--- config.mk ---
export PLATFORM = sky130hd
export DESIGN_NAME = fir_xifu_wb
export DESIGN_NICKNAME = d
export VERILOG_FILES = /design/src/rtl/fir_xifu_wb.sv
export SDC_FILE = /design/constraint.sdc
export NUM_CORES = 1
export LEC_CHECK = 0
export ABC_CLOCK_PERIOD_IN_PS = 2700
export CAP_MARGIN = 10
export CORE_AREA = 2 2 87 89
export CTS_CLUSTER_DIAMETER = 100
export DETAILED_ROUTE_END_ITERATION = 10
export DIE_AREA = 0 0 89 91
export GPL_TIMING_DRIVEN = 0
export PLACE_DENSITY = 0.8
export SLEW_MARGIN = 5
export SYNTH_ARGS = -nofsm -noshare
export SYNTH_HDL_FRONTEND = slang
export SYNTH_SLANG_ARGS = --single-unit
export TNS_END_PERCENT = 30
--- constraint.sdc ---
create_clock -name clk_i -period 2.7 [get_ports clk_i]
set_clock_uncertainty 0.05 [all_clocks]
set_input_delay 0.27 -clock clk_i [delete_from_list [all_inputs] [get_ports clk_i]]
set_output_delay 0.27 -clock clk_i [all_outputs]
set_load 0.01 [all_outputs]
--- src/rtl/fir_xifu_wb.sv ---
// fir_xifu_wb: write-back stage of the FIR XIFU pipeline.
// Gathers LSU load data, writes the XIFU register file and returns one
// X-interface result per offloaded instruction. It also drives the forwarding
// bus that EX uses for back-to-back address updates.
// The X-interface channels are flattened into discrete ports.
// Optional feature macro: FIR_XIFU_WB_MEM_ERR_EN turns a memory response with
// err=1 into a load/store fault on the result.

package fir_xifu_pkg;
  localparam int unsigned X_ID_W = 4;

  typedef enum logic [1:0] {
    INSTR_INVALID  = 2'd0,
    INSTR_XFIRLW   = 2'd1,
    INSTR_XFIRSW   = 2'd2,
    INSTR_XFIRDOTP = 2'd3
  } instr_e;

  typedef struct packed {
    logic [31:0]       result;
    logic [4:0]        rs1;
    logic [4:0]        rs2;
    logic [4:0]        rd;
    instr_e            instr;
    logic [X_ID_W-1:0] id;
  } ex2wb_t;

  typedef struct packed {
    logic        we;
    logic [4:0]  rd;
    logic [31:0] wdata;
  } wb2regfile_t;

  typedef struct packed {
    logic        we;
    logic [4:0]  rd;
    logic [31:0] result;
  } wb_fwd_t;

  // Exception causes as encoded by the CV32E40X core
  localparam logic [5:0] EXC_CAUSE_LOAD_FAULT  = 6'h05;
  localparam logic [5:0] EXC_CAUSE_STORE_FAULT = 6'h07;
endpackage

module fir_xifu_wb
  import fir_xifu_pkg::*;
(
  input  logic              clk_i,
  input  logic              rst_ni,
  input  logic              clear_i,
  // memory-result channel from the LSU
  input  logic              xif_mem_result_valid_i,
  input  logic [X_ID_W-1:0] xif_mem_result_id_i,
  input  logic [31:0]       xif_mem_result_rdata_i,
  input  logic              xif_mem_result_err_i,
  // result channel toward the core
  output logic              xif_result_valid_o,
  input  logic              xif_result_ready_i,
  output logic [X_ID_W-1:0] xif_result_id_o,
  output logic [31:0]       xif_result_data_o,
  output logic [4:0]        xif_result_rd_o,
  output logic              xif_result_we_o,
  output logic              xif_result_exc_o,
  output logic [5:0]        xif_result_exccode_o,
  // pipeline side
  input  ex2wb_t            ex2wb_i,
  output wb2regfile_t       wb2regfile_o,
  output wb_fwd_t           wb_fwd_o,
  output logic              ready_o
);

  typedef enum logic [1:0] {
    IDLE     = 2'd0,
    WAIT_MEM = 2'd1,
    WAIT_RES = 2'd2
  } state_e;

  state_e state_q, state_d;

  logic is_lw, is_sw, is_dotp, is_bubble;
  logic mem_hit, mem_err, res_exc;
  logic res_valid, retire, rf_we;
  logic [31:0] rf_wdata;
  logic drop_q;

  assign is_lw     = (ex2wb_i.instr == INSTR_XFIRLW);
  assign is_sw     = (ex2wb_i.instr == INSTR_XFIRSW);
  assign is_dotp   = (ex2wb_i.instr == INSTR_XFIRDOTP);
  assign is_bubble = (ex2wb_i.instr == INSTR_INVALID);

  // A memory response only counts while a load is waiting for it and its id matches
  assign mem_hit = xif_mem_result_valid_i && !clear_i
                   && (xif_mem_result_id_i == ex2wb_i.id)
                   && (((state_q == IDLE) && is_lw) || (state_q == WAIT_MEM));

`ifdef FIR_XIFU_WB_MEM_ERR_EN
  logic err_q;

  // Error flag of the accepted memory response, dropped when the instruction leaves WB
  always_ff @(posedge clk_i or negedge rst_ni) begin
    if (!rst_ni)                 err_q <= 1'b0;
    else if (clear_i || retire)  err_q <= 1'b0;
    else if (mem_hit)            err_q <= xif_mem_result_err_i;
  end

  assign mem_err = xif_mem_result_err_i;
  assign res_exc = (state_q == WAIT_RES) && err_q;
`else
  logic unused_err;
  assign unused_err = xif_mem_result_err_i;
  assign mem_err    = 1'b0;
  assign res_exc    = 1'b0;
`endif

  logic [4:0] unused_rs2;
  assign unused_rs2 = ex2wb_i.rs2;

  // Next state, handshake and regfile write; valid/write are combinational so
  // SW/DOTP complete in a single WB cycle
  always_comb begin
    state_d   = state_q;
    res_valid = 1'b0;
    retire    = 1'b0;
    ready_o   = 1'b0;
    rf_we     = 1'b0;
    rf_wdata  = 32'h0;
    if (clear_i) begin
      state_d = IDLE;
      ready_o = 1'b1;
    end else begin
      unique case (state_q)
        IDLE: begin
          if (is_bubble) begin
            ready_o = 1'b1;
          end else if (is_lw) begin
            if (mem_hit) begin
              rf_we    = !mem_err;
              rf_wdata = xif_mem_result_rdata_i;
              state_d  = WAIT_RES;
            end else begin
              state_d  = WAIT_MEM;
            end
          end else begin
            res_valid = 1'b1;
            if (xif_result_ready_i) begin
              retire   = 1'b1;
              ready_o  = 1'b1;
              rf_we    = is_dotp;
              rf_wdata = ex2wb_i.result;
            end else begin
              state_d  = WAIT_RES;
            end
          end
        end
        WAIT_MEM: begin
          if (mem_hit) begin
            rf_we    = is_lw && !mem_err;
            rf_wdata = xif_mem_result_rdata_i;
            state_d  = WAIT_RES;
          end
        end
        WAIT_RES: begin
          res_valid = 1'b1;
          if (xif_result_ready_i) begin
            retire   = 1'b1;
            ready_o  = 1'b1;
            rf_we    = is_dotp;
            rf_wdata = ex2wb_i.result;
            state_d  = IDLE;
          end
        end
        default: state_d = IDLE;
      endcase
    end
  end

  // State register
  always_ff @(posedge clk_i or negedge rst_ni) begin
    if (!rst_ni) state_q <= IDLE;
    else         state_q <= state_d;
  end

  // Remembers a load abandoned by a flush so its late response is expected, not an error
  always_ff @(posedge clk_i or negedge rst_ni) begin
    if (!rst_ni)                     drop_q <= 1'b0;
    else if (clear_i)                drop_q <= (state_q == WAIT_MEM) || ((state_q == IDLE) && is_lw);
    else if (xif_mem_result_valid_i) drop_q <= 1'b0;
  end

  // Result payload; zero whenever no result is offered
  always_comb begin
    xif_result_valid_o   = res_valid;
    xif_result_id_o      = '0;
    xif_result_data_o    = 32'h0;
    xif_result_rd_o      = 5'h0;
    xif_result_we_o      = 1'b0;
    xif_result_exc_o     = 1'b0;
    xif_result_exccode_o = 6'h0;
    if (res_valid) begin
      xif_result_id_o   = ex2wb_i.id;
      xif_result_data_o = ex2wb_i.result;
      xif_result_rd_o   = ex2wb_i.rs1;
      xif_result_we_o   = (is_lw || is_sw) && !res_exc;
      xif_result_exc_o  = res_exc;
      if (res_exc)
        xif_result_exccode_o = is_sw ? EXC_CAUSE_STORE_FAULT : EXC_CAUSE_LOAD_FAULT;
    end
  end

  // Regfile write port and EX forwarding bus
  always_comb begin
    wb2regfile_o = '0;
    wb_fwd_o     = '0;
    if (rf_we) begin
      wb2regfile_o.we    = 1'b1;
      wb2regfile_o.rd    = ex2wb_i.rd;
      wb2regfile_o.wdata = rf_wdata;
    end
    if (!clear_i && (is_lw || is_sw)) begin
      wb_fwd_o.we     = 1'b1;
      wb_fwd_o.rd     = ex2wb_i.rs1;
      wb_fwd_o.result = ex2wb_i.result;
    end
  end

  // Memory responses are only legal for a waiting load or a flushed one
  a_mem_result_expected: assert property (@(posedge clk_i) disable iff (!rst_ni)
    xif_mem_result_valid_i |-> (mem_hit || drop_q || clear_i));

endmodule

==> impl_metrics.env, run 1 <==
export IMPL_run_status="complete, no violations"
export IMPL_powerDensity_nw_per_um2=195.9
export IMPL_synth_top_area_cell="and2_1"
export IMPL_clockBufferDepth=2
export IMPL_antenna_left=0
export IMPL_place_area_um2=3958
export IMPL_final_area_um2=4124
export IMPL_setup_tns_ns=0
export IMPL_cts_max_level=1
export IMPL_cts_tree="done"
export IMPL_worst_pin_slew_ns=0.7485
export IMPL_yosysWarnings=0
export IMPL_ys_flop_type="dfrtp_1"
export IMPL_hold_viol_final=0
export IMPL_synthTopCellsByArea="and2_1 29%, a211oi_2 14%, nand4_1 12%"
export IMPL_holdCritPathClass="in2async"
export IMPL_top_regs="state_q (2)"
export IMPL_peakVddDrop_mv=0.1632
export IMPL_die_h_um=91
export IMPL_initial_core_util_pct=24.23
export IMPL_insertion_delay_ns=0.22
export IMPL_layout_common_cells="126 x clkdlybuf4s50_1, 79 x and2_1, 63 x dlygate4sd2_1, 33 x nand2_1"
export IMPL_cts_hold_buf=0
export IMPL_grt_usage_pct=21.12
export IMPL_grt_overflow_total=0
export IMPL_first_global_vias=2786
export IMPL_vias=2833
export IMPL_synth_distinct_cells=36
export IMPL_core_um2=7137
export IMPL_required_ns=2.38
export IMPL_ys_seq_area_share_pct=2.894
export IMPL_drv_slew=0
export IMPL_final_common_cell="clkdlybuf4s50_1"
export IMPL_timing_final_crit_period_ns=2.618
export IMPL_grt_start_max_net_pins=11
export IMPL_final_cells=589
export IMPL_cts_buffers=3
export IMPL_ios=222
export IMPL_ys_seq_elements=2
export IMPL_cts_sinks=2
export IMPL_dpl_cell_count=568
export IMPL_crit_fanout=10
export IMPL_gp_congestion=0.8436
export IMPL_setup_worst_path_end_class="output port"
export IMPL_finalCritPeriodShare_pct=96.95
export IMPL_fin_nets=590
export IMPL_critPathArrivalTime_ns=2.30
export IMPL_clk_pin_slew_worst_paths_ns=0.03
export IMPL_syn_area_um2=1729
export IMPL_synth_edf_count=0
export IMPL_leakagePower_nw=1.838
export IMPL_grt_pass1_wl_um=13700
export IMPL_finalSetupViolCount=0
export IMPL_drtIter0Drc=71
export IMPL_vias_per_cell=4.810
export IMPL_dp_hpwl_um=7426
export IMPL_layout_drive_gt1_share_pct=21.84
export IMPL_dieArea_um2=8099
export IMPL_netlist_area_leader_share_pct=28.58
export IMPL_syn2layout_area_growth_pct=138.5
export IMPL_die_w_um=89
export IMPL_antenna_found_initial=0
export IMPL_crit_type="in2out"
export IMPL_synthArstFlopShare_pct=100.0
export IMPL_row_count=31
export IMPL_drc=0
export IMPL_slew_headroom_pct=50.10
export IMPL_port_buffers=208
export IMPL_avgRoutedWirePerCell_um=15.77
export IMPL_avgSynthCellArea_um2=6.781
export IMPL_fmax_ghz=0.3820
export IMPL_dr_pass1_iters=4
export IMPL_cts_root_buffer="clkbuf_8"
export IMPL_wirelength_um=9290
export IMPL_largest_register_ffs=2
export IMPL_start_kind="primary input"
export IMPL_p_total_mw=0.8079
export IMPL_regMostFlops="state_q"
export IMPL_antenna_cells=0
export IMPL_postSynthCellCount=255
export IMPL_cap_viol_max_count=0
[metal layers]
metal  vias up  GRT usage, %  share of wire (%)
met5         -             0                  0
met4         0         3.856                1.2
met3         9         4.364                8.8
met2       145         40.24                 52
met1      1331         23.63                 38
li1       1348             -                  -
[per-stage QoR]
| stage | hold slack [ns] | worst slack, ns | util (%) |
|---|---|---|---|
| global route | 0.1679 | -0.03075 | 57.78 |
| floorplan | -0.07559 | 0.8249 | - |
| CTS | 0.1662 | -0.1483 | 56.33 |
| finish | 0.1659 | 0.08225 | 57.78 |
| global placement | 0.3938 | -0.6015 | 55.45 |
| detailed placement | 0.3969 | -0.6554 | 55.45 |
[cell families after synthesis]
kind of cell               after synthesis  share of synthesized area, %
and+or+nand+nor                        160                         55.21
buffers and inverters                   41                         12.95
DFF                                      2                         2.894
AOI/OAI and AO/OA                       44                         24.53
other                                    1                        0.2169
xor gates and xnor gates                 4                         2.026
adders and majority gates                3                         2.171
[area by class of cell]
cell class | instances | area [µm²]
Clock buffer | 3 | 41.29
Fill cell | 730 | 3013
Inverter | 4 | 15.01
Tap cell | 99 | 123.9
Multi-Input combinational cell | 218 | 1535
Sequential cell | 2 | 50.05
Buffer | 37 | 301.5
Timing Repair Buffer | 226 | 2057
[critical path, stage by stage]
cell and delay (ns):
clkdlybuf4s50_1 0.49, xor2_1 0.25, nor3_4 0.06, buf_4 0.17, a31oi_2 0.23, buf_4 0.21
buf_8 0.16, nor2_1 0.05, buf_4 0.13, dlygate4sd2_1 0.27
[where the power goes]
| group | internal (mW) | switching (mW) | total (mW) | leakage [nW] |
|---|---|---|---|---|
| Combinational | 0.354 | 0.292 | 0.646 | 1.79 |
| Clock | 0.0949 | 0.0309 | 0.126 | 0.0216 |
| Sequential | 0.0325 | 0.00345 | 0.0360 | 0.0267 |
| Total | 0.482 | 0.326 | 0.808 | 1.84 |
[final timing paths]
check	depth (start not counted)	startpoint	slack (ns)	end
worst max-delay path	10	ex2wb_i[1]	0.08	wb2regfile_o[37]
worst min-delay path	1	rst_ni	0.17	state_q[0]$_DFFE_PN0P_
worst max register to register	6	state_q[0]$_DFFE_PN0P_	0.93	state_q[1]$_DFFE_PN0P_
worst min register to register	3	state_q[1]$_DFFE_PN0P_	0.65	state_q[1]$_DFFE_PN0P_
max in group asynchronous	1	rst_ni	2.31	state_q[1]$_DFFE_PN0P_
min in group clk_i	2	clear_i	0.60	state_q[0]$_DFFE_PN0P_
[synth_stat cells (3+ instances only)]
cell type,number
nand4_1,32
a211oi_1,13
a211oi_2,20
nor3b_1,5
buf_4,10
clkbuf_1,10
buf_2,14
ha_1,3
inv_1,3
nand2_1,33
and2_1,79
xor2_1,4
[timing repair]
item / in CTS / in global routing
setup endpoints to repair: 117 / 12
setup buffers: 9 / 8
gates resized for setup: 178 / 13
pin swaps: 5 / 3
cloned: 1 / 0
endpoints found under the hold margin: 0 / 0
(Power assumes the default switching activity.)
==> run 2: changes to the inputs <==
==> constraint.sdc (replaced) <==
create_clock -name clk_i -period 2.7 [get_ports clk_i]
set_clock_uncertainty 0.05 [all_clocks]
set_input_delay 0.405 -clock clk_i [delete_from_list [all_inputs] [get_ports clk_i]]
set_output_delay 0.405 -clock clk_i [all_outputs]
set_load 0.01 [all_outputs]
==> impl_metrics.env, run 2 (synthesis gave the netlist of run 1 again) <==
export IMPL_run_status="complete, no violations"
export IMPL_initial_core_util_pct=24.23
export IMPL_peakVddDrop_mv=0.1570
export IMPL_rr_worst_depth=6
export IMPL_syn2layout_area_growth_pct=138.6
export IMPL_wirelength_um=9368
export IMPL_grt_overflow_total=0
export IMPL_antenna_found_initial=0
export IMPL_worst_slack_ns=0.08994
export IMPL_reg2reg_from="state_q[0]$_DFFE_PN0P_"
export IMPL_row_count=31
export IMPL_regMostFlops="state_q"
export IMPL_grt_start_max_net_pins=11
export IMPL_fmax_ghz=0.3831
export IMPL_dieArea_um2=8099
export IMPL_pre_cts_ws_ns=-0.9254
export IMPL_port_buffers=208
export IMPL_top_regs="state_q (2)"
export IMPL_first_global_vias=2876
export IMPL_antenna_left=0
export IMPL_postLayoutCoreUtil_pct=57.80
export IMPL_crit_fanout=10
export IMPL_finalCritPeriodShare_pct=96.67
export IMPL_setup_worst_path_end_class="output port"
export IMPL_hold_viol_final=0
export IMPL_cts_max_level=1
export IMPL_clk_pin_slew_worst_paths_ns=0.03
export IMPL_timing_final_crit_period_ns=2.610
export IMPL_leakagePower_nw=1.856
export IMPL_required_ns=2.25
export IMPL_ios=222
export IMPL_drtIter0Drc=52
export IMPL_die_h_um=91
export IMPL_crit_type="in2out"
export IMPL_power_frac_seq_pct=4.4
export IMPL_worst_pin_slew_ns=0.6777
export IMPL_vias_per_cell=4.768
export IMPL_finalSetupViolCount=0
export IMPL_p_int_mw=0.4832
export IMPL_critical_path_reg2reg_endpoint="state_q[1]$_DFFE_PN0P_"
export IMPL_core_um2=7137
export IMPL_largest_register_ffs=2
export IMPL_dr_pass1_iters=4
export IMPL_clock_power_share_pct=15.5
export IMPL_die_w_um=89
export IMPL_vias=2813
export IMPL_avgRoutedWirePerCell_um=15.88
export IMPL_whs_ns=0.2996
export IMPL_fin_nets=591
export IMPL_grt_usage_pct=21.61
export IMPL_layout_common_cells="114 x clkdlybuf4s50_1, 79 x and2_1, 53 x dlygate4sd2_1, 37 x buf_2, 33 x nand2_1"
export IMPL_cts_root_buffer="clkbuf_8"
export IMPL_cap_viol_max_count=0
export IMPL_drc=0
export IMPL_insertion_delay_ns=0.22
export IMPL_r2r_slack_ns=0.97
export IMPL_gp_congestion=0.8436
export IMPL_final_common_cell="clkdlybuf4s50_1"
export IMPL_layout_drive_gt1_share_pct=27.49
export IMPL_clockBufferDepth=2
export IMPL_cts_sinks=2
export IMPL_comb_power_share_pct=80.1
export IMPL_setup_tns_ns=0
export IMPL_powerDensity_nw_per_um2=197.6
export IMPL_cts_hold_buf=0
export IMPL_cts_tree="done"
export IMPL_antenna_cells=0
export IMPL_dp_hpwl_um=7426
export IMPL_grt_pass1_wl_um=14030
export IMPL_cts_buffers=3
export IMPL_drv_slew=0
export IMPL_sw_frac_of_total_pct=40.72
export IMPL_holdCritPathClass="in2async"
export IMPL_critPathArrivalTime_ns=2.16
export IMPL_switching_power_mw=0.3319
export IMPL_start_kind="primary input"
export IMPL_slew_headroom_pct=54.82
==> run 2: cell count changes in the layout (fill, tap and decap cells not counted), moves of 3 or more <==
cell             previous run  this run
dlygate4sd2_1              63        53
clkbuf_2                    1         4
dlymetal6s2s_1              1         4
buf_2                      23        37
a211oi_1                   13        10
a211oi_2                   20        23
clkdlybuf4s50_1           126       114
==> run 2: worst max path at each step <==
stage	slack (ns)	endpoint	startpoint	depth (start not counted)
after global routing	-0.005	wb2regfile_o[37]	xif_mem_result_id_i[1]	10
after global placement	-0.87	xif_result_data_o[30]	ex2wb_i[5]	8
after detailed placement	-0.93	xif_result_data_o[30]	ex2wb_i[5]	8
final	0.09	wb2regfile_o[37]	xif_mem_result_id_i[1]	10
after floorplan	0.55	wb2regfile_o[10]	ex2wb_i[5]	7
after CTS	-0.003	wb2regfile_o[12]	xif_mem_result_id_i[1]	7
==> run 2: stage by stage <==
| step | power [mW] | instances | instance area [µm²] |
|---|---|---|---|
| floorplan | 0.2915 | 261 | 1752 |
| global placement | 0.6401 | 568 | 3958 |
| detailed placement | 0.6485 | 568 | 3958 |
| CTS | 0.8089 | 589 | 4056 |
| global route | 0.8691 | 590 | 4125 |
| finish | 0.8151 | 590 | 4125 |
==> run 2: critical path, stage by stage <==
cell and delay (ns):
clkdlybuf4s50_1 0.50, xor2_2 0.19, nor3_4 0.06, buf_6 0.13, a31oi_2 0.17, buf_6 0.17
buf_8 0.15, nor2_1 0.05, buf_4 0.12, clkdlybuf4s15_2 0.21
==> run 2: layout make-up <==
type | instances | area (µm²)
flip-flops and latches | 2 | 50.05
inverters | 4 | 15.01
multi-input cells | 218 | 1585
repair buffers | 228 | 2008
well taps | 99 | 123.9
clock buffers | 3 | 41.29
fillers | 739 | 3012
plain buffers | 36 | 301.5
==> run 2: metal layers <==
layer / wire length (µm) / track usage (%)
met2: 4865 / 40.86
met1: 3618 / 24.51
met4: 141 / 4.478
met5: 0 / 0
met3: 743 / 4.000
==> run 2: power groups by stage <==
stage | combinational, mW | clock, mW | sequential [mW]
finish | 0.653 | 0.126 | 0.0360
floorplan | 0.257 | 0 | 0.0348
detailed placement | 0.613 | 0 | 0.0353
CTS | 0.646 | 0.128 | 0.0356
global route | 0.703 | 0.130 | 0.0366
global placement | 0.605 | 0 | 0.0351
==> run 2: what timing repair did <==
item,4_1_cts,5_1_grt
pin swaps,7,8
setup endpoints to repair,119,66
resized for setup,249,25
buffers inserted,17,2
cloned,1,0
